File: config.mk
export PLATFORM = sky130hd
export DESIGN_NAME = pan_fill_controller
export DESIGN_NICKNAME = d
export VERILOG_FILES = /design/src/rtl/bakery_pkg.sv /design/src/rtl/pan_fill_timer.sv /design/src/rtl/pan_fill_controller.sv
export SDC_FILE = /design/constraint.sdc
export NUM_CORES = 1
export LEC_CHECK = 0
export ABC_AREA = 1
export CORE_MARGIN = 4
export CORE_UTILIZATION = 53
export CTS_CLUSTER_DIAMETER = 60
export DETAILED_ROUTE_END_ITERATION = 8
export PLACE_DENSITY = 0.87
export SYNTH_ARGS = -nofsm -noshare
export SYNTH_HDL_FRONTEND = slang
export SYNTH_SLANG_ARGS = --single-unit
File: constraint.sdc
create_clock -name clk -period 1.51 [get_ports clk]
set_input_delay 0.302 -clock clk [delete_from_list [all_inputs] [get_ports clk]]
set_output_delay 0.302 -clock clk [all_outputs]
set_load 0.01 [all_outputs]
File: src/rtl/bakery_pkg.sv
// Shared types and sizing helpers for the baking-pan station controller.
package bakery_pkg;

  typedef enum logic [2:0] {
    StIdle,
    StSeek,
    StSettle,
    StFill,
    StEject,
    StFault
  } pan_fill_state_t;

  // Timer width: $clog2 of the larger of the two tick limits, never below one bit.
  function automatic int unsigned timer_w(input int unsigned settle_ticks,
                                          input int unsigned fill_timeout);
    int unsigned m;
    m = (settle_ticks > fill_timeout) ? settle_ticks : fill_timeout;
    return (m < 2) ? 1 : $clog2(m);
  endfunction

endpackage

File: src/rtl/pan_fill_timer.sv
// Loadable down-counter gated by the simulation tick; flags zero.
module pan_fill_timer #(
  parameter int unsigned Width = 8
) (
  input  logic             clk_i,
  input  logic             rst_i,
  input  logic             en_i,
  input  logic             load_i,
  input  logic [Width-1:0] load_val_i,
  input  logic             dec_i,
  output logic             zero_o
);

  logic [Width-1:0] cnt_q, cnt_d;

  always_comb begin
    cnt_d = cnt_q;
    if (en_i) begin
      if (load_i) begin
        cnt_d = load_val_i;
      end else if (dec_i && (cnt_q != '0)) begin
        cnt_d = cnt_q - Width'(1);
      end
    end
  end

  always_ff @(posedge clk_i) begin
    if (rst_i) begin
      cnt_q <= '0;
    end else begin
      cnt_q <= cnt_d;
    end
  end

  assign zero_o = (cnt_q == '0);

endmodule

File: src/rtl/pan_fill_controller.sv
// Baking-pan station sequencer: seek, settle, fill, eject, count.
// Define PAN_FILL_WATCHDOG_EN to enable the FILL watchdog and the FAULT state.
module pan_fill_controller
  import bakery_pkg::*;
#(
  parameter int unsigned SETTLE_TICKS = 4,
  parameter int unsigned FILL_TIMEOUT = 200,
  parameter int unsigned COUNT_W      = 8
) (
  input  logic               clk,
  input  logic               rst,
  input  logic               en,
  input  logic               run,
  input  logic               clear_fault,
  input  logic               Y_pan,
  input  logic               Y_pan_full,
  input  logic               S_pressure_high,
  output logic               X_pan_conveyor,
  output logic               X_dispenser,
  output logic               busy,
  output logic               fault,
  output logic [COUNT_W-1:0] pans_filled
);

  localparam int unsigned TimerW = timer_w(SETTLE_TICKS, FILL_TIMEOUT);
`ifdef PAN_FILL_WATCHDOG_EN
  localparam bit WdEn = 1'b1;
`else
  localparam bit WdEn = 1'b0;
`endif

  pan_fill_state_t    state_q, state_d;
  logic [COUNT_W-1:0] pans_q, pans_d;
  logic               timer_load, timer_dec, timer_zero;
  logic [TimerW-1:0]  timer_val;

  pan_fill_timer #(
    .Width (TimerW)
  ) u_timer (
    .clk_i      (clk),
    .rst_i      (rst),
    .en_i       (en),
    .load_i     (timer_load),
    .load_val_i (timer_val),
    .dec_i      (timer_dec),
    .zero_o     (timer_zero)
  );

  always_comb begin
    state_d    = state_q;
    pans_d     = pans_q;
    timer_load = 1'b0;
    timer_dec  = 1'b0;
    timer_val  = '0;
    case (state_q)
      StIdle: if (run) state_d = StSeek;
      StSeek: begin
        if (!run) begin
          state_d = StIdle;
        end else if (Y_pan) begin
          state_d    = StSettle;
          timer_load = 1'b1;
          timer_val  = TimerW'(SETTLE_TICKS - 1);
        end
      end
      StSettle: begin
        if (!Y_pan) begin
          state_d = StSeek;
        end else if (timer_zero) begin
          if (Y_pan_full) begin
            state_d = StEject;
            pans_d  = pans_q + COUNT_W'(1);
          end else begin
            state_d    = StFill;
            timer_load = WdEn;
            timer_val  = TimerW'(FILL_TIMEOUT - 1);
          end
        end else begin
          timer_dec = 1'b1;
        end
      end
      StFill: begin
        // Full wins over low pressure; run=0 does not abort a fill.
        if (!Y_pan) begin
          state_d = StSeek;
        end else if (Y_pan_full) begin
          state_d = StEject;
          pans_d  = pans_q + COUNT_W'(1);
        end else if (WdEn && timer_zero) begin
          state_d = StFault;
        end else begin
          timer_dec = 1'b1;
        end
      end
      StEject: if (!Y_pan) state_d = run ? StSeek : StIdle;
      StFault: if (clear_fault) state_d = StIdle;
      default: state_d = StIdle;
    endcase
  end

  always_ff @(posedge clk) begin
    if (rst) begin
      state_q <= StIdle;
      pans_q  <= '0;
    end else if (en) begin
      state_q <= state_d;
      pans_q  <= pans_d;
    end
  end

  assign X_pan_conveyor = (state_q == StSeek) || (state_q == StEject);
  assign X_dispenser    = (state_q == StFill) && S_pressure_high;
  assign busy           = (state_q != StIdle);
  assign fault          = WdEn && (state_q == StFault);
  assign pans_filled    = pans_q;

endmodule

* Word level (Yosys, flattened, before mapping)
Index checks and enable logic that the tools add are counted.
** Storage, ports and cells
- Output and inout port bits :: 12
- Input port bits :: 8
- Bits in registers :: 19
- Logic and storage cells :: 64
** Operators by class
- Add/sub/neg operators :: 2
- Mux-type cells :: 33
- Equality and inequality tests :: 14
- Reduce and logical (&&, ||, !) cells :: 12
** Operator list (number)
- 2-to-1 mux 8 bit :: 9
- one-hot mux 8 bit (2 select lines) :: 2
- 2-to-1 mux 3 bit :: 10
- one-hot mux 3 bit (6 select lines) :: 1
- inequality test 2 bit, second input constant :: 6
- inequality test 3 bit, second input constant :: 3
- adder 8 x 1 -> 8 bit, second input constant :: 1
- zero test 8 bit :: 1
- 2-to-1 mux 1 bit :: 8
- nonzero test 8 bit :: 1
- subtractor 8 x 1 -> 8 bit, second input constant :: 1
- AND reduction 7 bit :: 1
- == test 3 x 2 -> 1 bit, second input constant :: 2
- == test 3 bit, second input constant :: 2
- AND reduction 5 bit :: 1
- 2-to-1 mux 2 bit :: 2
- nonzero test 2 bit :: 2
- == test 3 x 1 -> 1 bit, second input constant :: 1
- zero test 3 bit :: 1
- nonzero test 3 bit :: 1
- logical AND 1 bit :: 2
- one-hot mux 1 bit (2 select lines) :: 1
- AND reduction 2 bit :: 1
- logical OR 1 bit :: 1

* Logic depth before layout (Yosys ltp)
- Depth in word-level cells :: 7
- Gate-level depth with buffers :: 10
- Gate-level depth less buffers :: 10

* Hierarchy
From an unflattened synthesis, not the netlist that was laid out.
** Second synthesis, totals
- Cell total of the unflattened synthesis :: 226
- Area total of the unflattened synthesis :: 1366.3 sq um
** Modules (own cells, without submodules)
- pan_fill_controller :: sequential area each 220.2 sq um, instances 1, area an instance 774.5 sq um, cells each 124
- pan_fill_timer :: sequential area each 160.2 sq um, instances 1, area an instance 591.8 sq um, cells each 102

* Least setup slack after synthesis
Ideal clock, no wire load.
- Path kind :: flip-flop to flip-flop
- Start :: register u_timer.cnt_q[0]
- End :: register pans_q[7], in the netlist pans_filled[7]
- Clock period less this slack :: 1.370 ns
- Setup time :: 0.119 ns
- Arrival time :: 1.251 ns
- Cell stages (with the launch flop) :: 8
- Slack :: 0.140 ns
- Buffers on the path :: 0
- Cell sequence :: dfxtp_1 -> inv_1 -> ha_1 -> nand2_1 -> o21ai_4 -> nand2_4 -> nor3b_1 -> nor2_1
** On the way
- Cells in the longest elaborated chain, start to end :: 3
** RTL lines
- start, declared :: line pan_fill_timer.sv:14 : logic [Width-1:0] cnt_q, cnt_d;
- start signal, assigned :: line pan_fill_timer.sv:31 : cnt_q <= cnt_d;
- zero test 8 bit :: line pan_fill_timer.sv:35 : assign zero_o = (cnt_q == '0);
- inequality test 2 bit (no source line)
- AND reduction 5 bit (no source line)
- end signal, assigned :: line pan_fill_controller.sv:107 : pans_q <= pans_d;
- end, declared :: line pan_fill_controller.sv:33 : logic [COUNT_W-1:0] pans_q, pans_d;
Every way passes these cells.
A chain may end at the register's enable or synchronous reset.

* Worst setup path after layout
- Start :: input Y_pan
- End :: register state_q[2]
** On the way
- Cells in the longest elaborated chain, start to end :: 2
- Elaborated cells between the ends (all ways) :: 8
** RTL lines
- start, declared :: line pan_fill_controller.sv:15 : input logic Y_pan,
- inequality test 3 bit (no source line) (tied with other cells)
- AND reduction 7 bit (no source line) / one-hot mux 3 bit (6 select lines) (equally long branches)
- end signal, assigned :: line pan_fill_controller.sv:103 : state_q <= StIdle;
- end signal, assigned :: line pan_fill_controller.sv:106 : state_q <= state_d;
- end, declared :: line pan_fill_controller.sv:32 : pan_fill_state_t state_q, state_d;
Several ways; a longest one is shown, not always the timed one.

==> flow_summary.yaml <==
timing:
  hold_viol: 0
  finalCriticalPeriod_ns: 1.47
  rsz0062_at_grt: "true"
  fmax_mhz: 682
  finClkSkew_ns: 0.00847
  finalSetupViolations: 0
  drv_slew: 0
  setup_slack_ns: 0.0436
  post-route-period-util: 0.971
flow_run:
  maxCapViolations: 0
global_routing:
  grt_start_max_net_pins: 11
  grt_util_met2: 0.306
  grt_util_all_layers: 0.188
  grtUsageMet3: 0.0285
  antenna_found_initial: 0
  first_global_vias: 1249
  overflow: 0
  grt-busiest-layer: "met2"
  grt_pass1_wl_um: 5200
  gr-usage-met1: 0.255
detailed_routing:
  num_vias: 1360
  drtIter0Drc: 63
  viasPerCell: 5.11
  wire_per_inst_um: 11.6
  final_antenna_net_count: 0
  wirelength_um: 3100
  firstDrtPassIters: 4
  drc_errors: 0
clock_network:
  cts_tree: "yes"
  cts_root_buffer: "clkbuf_4"
  clock-sinks: 19
  cts_max_level: 1
  clkTransAtPathRegs_ns: 0.10
  cts_buffers: 3
  cts_buffer_depth: 2
  clk_latency_ns: 0.30
layout:
  drive_above_1_share: 0.244
  layout.nets: 250
  area_growth_pct: 27.7
  fillers: 194
  antenna_cells: 0
synthesis:
  synthMostInstantiatedCell: "nand2_1"
  yosys_warnings: 0
  synthAdderAreaFrac: 0.0280
  synth_top_family_by_area: "simple AND/OR/NAND/NOR gates"
  synth_common_cells: "35 x nand2_1, 29 x nor2_1, 24 x inv_1, 22 x nand3_1, 19 x dfxtp_1"
  yosysSeqAreaShare: 0.284
  ys_ff_latch: 19
  synthTopCellsByArea: "dfxtp_1 28%, nand2_1 9.8%, nand3_1 8.2%, nor2_1 8.1%, inv_1 6.7%"
  synth_top_cell_by_area: "dfxtp_1"
  ys_types: 30
  synth-main-ff-cell: "dfxtp_1"
  synth_cells: 199
  syn_area_sq_um: 1340
  async_flop_share: 0
  syn_nets: 210
  synth_mux_area_frac: 0
  synth_compound_area_frac: 0.115
  synthXorXnorAreaFrac: 0.0457
  postSynthAreaPerCell_sq_um: 6.74
  synth_edf_count: 0
  yosys.area_share.simple: 0.424
  yosysTopAreaCellShare: 0.284
placed_design:
  dp_slack_ns: -0.284
  dpl.hpwl_um: 2240
  gp_congestion: 0.896
  io_buffers: 18
worst_setup_path:
  cp.required_ns: 1.71
  crit_type: "input pin to register"
  critPathLaunchType: "input pin"
  endpoint_kind: "register"
  arrival_ns: 1.67
  worstPathMaxFanout: 4
power_and_ir_drop:
  leakage_nw: 0.858
  power_mw: 1.30
  ir_drop_v: 0.000552
  power_density_nw_per_um2: 756
die:
  dieHeight_um: 58.3
  core-area_sq_um: 2320
  ios: 20
  die_w_um: 58.3
  dieArea_sq_um: 3400
  start_util: 0.579
  rows: 17
outcome:
  status: "complete, no violations"
hold_path:
  min_path_type: "register to register"
-- sequential cells by signal, summed over array words and instances, names as in the netlist --
| name | count |
|---|---|
| state_q | 3 |
| u_timer.cnt_q | 8 |
| pans_filled | 8 |
-- layout make-up --
type / instances / area (sq um) / area share
Clock buffer: 4 / 26.3 / 0.0153
Inverter: 27 / 104 / 0.0606
Multi-Input combinational cell: 150 / 847 / 0.495
Sequential cell: 19 / 392 / 0.229
Tap cell: 28 / 35.0 / 0.0205
Timing Repair Buffer: 38 / 309 / 0.180
-- layout by cell type (no fill, tap or decap), drive strengths merged --
cell type / count
a21oi: 15
buf: 22
clkbuf: 5
clkdlybuf4s50: 7
conb: 1
dfxtp: 19
dlygate4sd2: 8
ha: 3
inv: 27
nand2: 42
nand3: 24
nand4: 6
nor2: 36
nor3: 2
nor3b: 2
o21a: 2
o21ai: 9
o21bai: 1
xnor2: 2
xor2: 5
-- report_power, final --
group | leakage, nW | internal [mW] | total, mW | switching (mW)
Clock | 0.0150 | 0.103 | 0.261 | 0.158
Sequential | 0.157 | 0.528 | 0.555 | 0.0272
Combinational | 0.685 | 0.208 | 0.480 | 0.272
-- worst max-delay path: stages --
cell	delay, ns
clkdlybuf4s50_1	0.48
inv_1	0.20
nor2_1	0.07
nand2_1	0.08
nand3_1	0.07
nor2_1	0.21
nand3_1	0.13
nand2_1	0.08
nor2_1	0.04
-- logic make-up (layout without fill, tap and decap cells) --
family / Yosys count / after routing
AO/OA/AOI/OAI: 27 / 27
other: 1 / 1
adder cells (fa/ha/maj): 3 / 3
buffers and inverters: 31 / 69
XOR/XNOR: 7 / 7
flip-flops: 19 / 19
AND/OR/NAND/NOR: 111 / 112
-- through the flow --
step	std cells	util	TNS [ns]	cell area (sq um)	hold WS, ns
after global placement	257	0.710	-2.99	1650	0.486
final	266	0.739	0	1710	0.500
after CTS	263	0.724	0	1680	0.501
after global routing	266	0.739	-0.0844	1710	0.527
after floorplan	199	-	0	1340	0.463
after detailed placement	257	0.710	-3.65	1650	0.496
-- layer usage --
metal | wire length [um] | up-vias
met5 | 0 | -
met4 | 23 | 0
met3 | 148 | 3
met2 | 1480 | 39
met1 | 1440 | 595
li1 | - | 723
-- worst paths after layout --
kind	startpoint	to	slack, ns	cells past startpoint
setup / recovery	Y_pan	state_q[2]$_SDFFE_PP0P_	0.04	9
hold / removal	pans_filled[3]$_SDFFE_PP0P_	pans_filled[3]$_SDFFE_PP0P_	0.50	2
hold reg to reg	pans_filled[3]$_SDFFE_PP0P_	pans_filled[3]$_SDFFE_PP0P_	0.50	2
setup reg to reg	u_timer.cnt_q[0]$_SDFFE_PP0P_	state_q[2]$_SDFFE_PP0P_	0.07	9
-- what timing repair did --
action,in CTS,in global routing
cloned,0,1
setup buffers,2,2
pin swaps,1,4
resized for setup,27,6
hold buffers,0,0
setup endpoints to repair,11,19
No activity file was read; power rests on OpenSTA's default activity.
==> edit 1, RTL diff (config.mk and constraints unchanged) <==
`COUNT_W`: 8 -> 9.
--- a/src/rtl/pan_fill_controller.sv
+++ b/src/rtl/pan_fill_controller.sv
@@ -6,5 +6,5 @@
   parameter int unsigned SETTLE_TICKS = 4,
   parameter int unsigned FILL_TIMEOUT = 200,
-  parameter int unsigned COUNT_W      = 8
+  parameter int unsigned COUNT_W      = 9
 ) (
   input  logic               clk,
Ports: changed (resized pans_filled); port bits go from 20 to 21. The function was not compared with the original's and may differ.
==> edit 1 against the unedited design <==
Worst setup slack gained 0.0053 ns. Total power is 4.5% lower. Sequential power is 3% higher. Sequential cell count is 1 higher. Area after synthesis increased by 4.7%. Cell area grew 4.8%. Final cell count is 9.8% higher. Register-to-register slack gained 0.05 ns. Routed wire length rose by 2.5%.
==> edit 1: results (changes against the unedited design) <==
metric	value	unit	change
outcome	complete, no violations		
syn_area_per_cell	6.21	µm²	-7.8%
cell-internal power	0.841	mW	+0.26%
DR iter-0 viols	54		-14%
CP max stage cell	dfxtp_4		
Worst R2R Start	state_q[2]$_SDFFE_PP0P_		
R2R depth	9		unchanged
CP Capture Point	busy		
share of cells above drive strength 1	0.229		-0.0147
leakage power total	0.924	nW	+7.7%
min-delay src	u_timer.cnt_q[1]$_SDFFE_PP0P_		
CP Launch Point	state_q[0]$_SDFFE_PP0P_		
first-pass GRT wire length	5420	µm	+4.4%
top post-synthesis cells by area	dfxtp_1 (29%), nand2_1 (17%), nand3_1 (8.6%), nor2_1 (8.6%), inv_1 (6.1%)		
GPL Wtd Cong	0.865		-3.4%
worst hold endpoint	u_timer.cnt_q[1]$_SDFFE_PP0P_		
Worst-path clk slew	0.13	ns	+0.03 ns
GR Util All Layers	0.193		+0.00503
Layout fillers	197		+1.5%
post-CTS repair timing setup buffer count	0		-2
Placed Area	1730	µm²	+4.9%
Seq/Total Area, Yosys	0.285		+0.00162
Cell variety after synth	27		-10%
Net Count, Synth	237		+13%
grt ovf	0		unchanged
layout net count	274		+9.6%
crit-path max cell delay	0.39	ns	-0.09 ns
R2R setup slack	0.12	ns	+0.05 ns
most frequent cells after synthesis	nand2_1 (64), nor2_1 (32), nand3_1 (24), inv_1 (23), dfxtp_1 (20)		
hpwl dp	2300	µm	+2.7%
routed vias	1462		+7.5%
vias in the first global route	1285		+2.9%
post-placement cell count	287		+12%
Worst VDD drop	0.586	mV	+6.2%
r2r endpoint	pans_filled[0]$_SDFFE_PP0P_		
Setup Skew	0.0181	ns	+0.00967 ns
max FFs per register	9		
Port Buffers	19		+1
edit 1: cell type report:
type | instances | area, µm² | share of cell area
multi-input combinational | 176 | 916 | 0.510
sequential | 20 | 420 | 0.234
timing repair buffer | 33 | 277 | 0.154
inverter | 29 | 109 | 0.0606
tap | 30 | 37.5 | 0.0209
clock buffer | 4 | 36.3 | 0.0202
edit 1: metal layers:
layer	part of all wire	track usage
met5	0	0
met4	0.013	0.0583
met3	0.054	0.0349
met2	0.46	0.318
met1	0.47	0.254
edit 1: metrics by stage:
stage | worst slack, ns | power (mW) | hold WS (ns) | setup TNS [ns]
final | 0.0489 | 1.24 | 0.485 | 0
after global routing | -0.00392 | 1.32 | 0.491 | -0.00392
after CTS | 0.00305 | 1.23 | 0.479 | 0
after detailed placement | -0.273 | 0.917 | 0.464 | -2.88
after global placement | -0.257 | 0.912 | 0.451 | -2.82
after floorplan | 0.232 | 0.793 | 0.371 | 0
edit 1: logic make-up after synthesis:
family                     count (synthesis)  share of synthesized area
buffers and inverters                     31                     0.0856
xor gates and xnor gates                   5                     0.0312
AOI/OAI and AO/OA                         24                     0.0936
adders and majority gates                  3                     0.0267
other                                      1                    0.00267
and+or+nand+nor                          142                      0.475
DFF                                       20                      0.285
edit 1: timing repair:
action | 4_1_cts | 5_1_grt
gates resized for setup | 31 | 8
pin swaps | 0 | 2
setup endpoints to repair | 11 | 19
cloned | 0 | 1
edit 1: critical path: cells and delay by family (launching register included):
kind,cells,cell delay [ns]
DFF,1,0.39
buffers and inverters,1,0.28
and+or+nand+nor,2,0.18
==> edit 2, RTL diff (same flow settings) <==
Without the edit above. Re-encode `pan_fill_state_t` (6 states) as one-hot, 6 bits wide.
--- a/src/rtl/bakery_pkg.sv
+++ b/src/rtl/bakery_pkg.sv
@@ -2,11 +2,11 @@
 package bakery_pkg;
 
-  typedef enum logic [2:0] {
-    StIdle,
-    StSeek,
-    StSettle,
-    StFill,
-    StEject,
-    StFault
+  typedef enum logic [5:0] {
+    StIdle   = 6'b000001,
+    StSeek   = 6'b000010,
+    StSettle = 6'b000100,
+    StFill   = 6'b001000,
+    StEject  = 6'b010000,
+    StFault  = 6'b100000
   } pan_fill_state_t;
 
Function: same outputs for any inputs over 10 cycles, from zero or initial values and one cycle with rst high; not proved beyond that.
==> edit 2 against the unedited design <==
The flow now finishes with violations (negative setup slack). Worst setup slack lost 0.16 ns. Routed wire length grew 71%. Sequential cell count grew 2. Cell area grew 29%. Critical path depth grew 2. Total power grew 4.6%. Combinational power shrank 5.2%. Area after synthesis grew 4.2%.
==> edit 2: results (changes against the unedited design) <==
metric	value	unit	change
outcome	finished, violations left		
failing checks	negative setup slack		
Net Count, Synth	227		+8.1%
Worst-path clk slew	0.13	ns	+0.03 ns
Via-to-Cell Ratio	5.69		+11%
first-pass GRT wire length	6030	µm	+16%
crit-path max cell delay	0.41	ns	-0.07 ns
DR iter-0 viols	133		+110%
leakage power total	1.04	nW	+22%
post-placement cell count	291		+13%
Port Buffers	17		-1
vias in the first global route	1459		+17%
GPL Wtd Cong	0.861		-3.9%
syn_area_per_cell	6.47	µm²	-4.0%
min-delay src	pans_filled[0]$_SDFFE_PP0P_		
Adder-Cell Fraction of Synth Area	0.0269		-0.00113
crit path DAT	1.87	ns	+0.20 ns
final setup violating endpoints	12		+12
Cell variety after synth	27		-10%
Synth Area in XOR/XNOR	0.0376		-0.00811
r2r endpoint	u_timer.cnt_q[7]$_SDFFE_PP0P_		
Synth Area in Compound Gates	0.105		-0.00999
Seq/Total Area, Yosys	0.301		+0.0172
largest net degree at the start of global routing	13		+2
WS Path Type	flip-flop to flip-flop		
Worst R2R Start	state_q[3]$_SDFFE_PP0P_		
most frequent cells after synthesis	nand2_1 (51), nor2_1 (35), inv_1 (27), dfxtp_1 (21), a21oi_1 (17)		
Placed Area	1820	µm²	+11%
Hold Path Depth	1		-1
setup slack after layout	-0.120	ns	-0.163 ns
WHS	0.464	ns	-0.0362 ns
Setup Skew	0.00543	ns	-0.00304 ns
top post-synthesis cells by area	dfxtp_1 (30%), nand2_1 (14%), nor2_1 (9.4%), inv_1 (7.3%), a21oi_1 (6.1%)		
==> edit 2: timing repair <==
action | CTS | global route
setup buffers | 3 | 6
endpoints found under the setup margin | 21 | 22
gates resized for setup | 45 | 65
gates cloned | 1 | 1
pin swaps | 7 | 31
endpoints found under the hold margin | 0 | 0
==> edit 2: power by group through the flow <==
stage                     logic [mW]  registers (mW)  clock network [mW]
after detailed placement       0.311           0.608                   0
after global placement         0.299           0.606                   0
final                          0.455           0.617               0.284
after CTS                      0.328           0.603               0.291
after global routing           0.480           0.618               0.309
after floorplan                0.174           0.604                   0
==> edit 2: how the worst max path moves through the flow <==
stage | end | slack, ns | cells past startpoint
after global placement | pans_filled[5]$_SDFFE_PP0P_ | -0.21 | 8
after detailed placement | pans_filled[5]$_SDFFE_PP0P_ | -0.26 | 8
after global routing | u_timer.cnt_q[7]$_SDFFE_PP0P_ | -0.16 | 11
after CTS | X_pan_conveyor | -0.03 | 5
after floorplan | state_q[3]$_SDFFE_PP0P_ | 0.12 | 11
final | u_timer.cnt_q[7]$_SDFFE_PP0P_ | -0.12 | 11
==> edit 2: area by class of cell <==
type | count | area (µm²) | share of cell area
repair inverters | 1 | 5.00 | 0.00226
inverters | 29 | 119 | 0.0537
multi-input cells | 163 | 1080 | 0.486
repair buffers | 58 | 499 | 0.225
well taps | 30 | 37.5 | 0.0169
clock inverters | 1 | 5.00 | 0.00226
flip-flops and latches | 21 | 450 | 0.203
clock buffers | 3 | 22.5 | 0.0102
==> edit 2: kinds of logic (layout without fill, tap and decap cells) <==
family,Yosys count,in the layout
AOI/OAI and AO/OA,28,28
buffers and inverters,33,92
DFF,21,21
adders and majority gates,3,3
other,1,1
xor gates and xnor gates,6,6
and+or+nand+nor,124,125
==> edit 2: per-layer routing <==
metal	GRT usage	routed length [µm]
met5	0	0
met4	0.0841	249
met3	0.0283	363
met2	0.384	2600
met1	0.275	2080
==> edit 2: per-stage QoR <==
stage / setup TNS [ns] / power [mW]
2_1_floorplan: 0 / 0.778
3_3_place_gp: -3.32 / 0.906
3_5_place_dp: -4.07 / 0.918
4_1_cts: -0.0762 / 1.22
5_1_grt: -1.44 / 1.41
6_report: -0.442 / 1.36
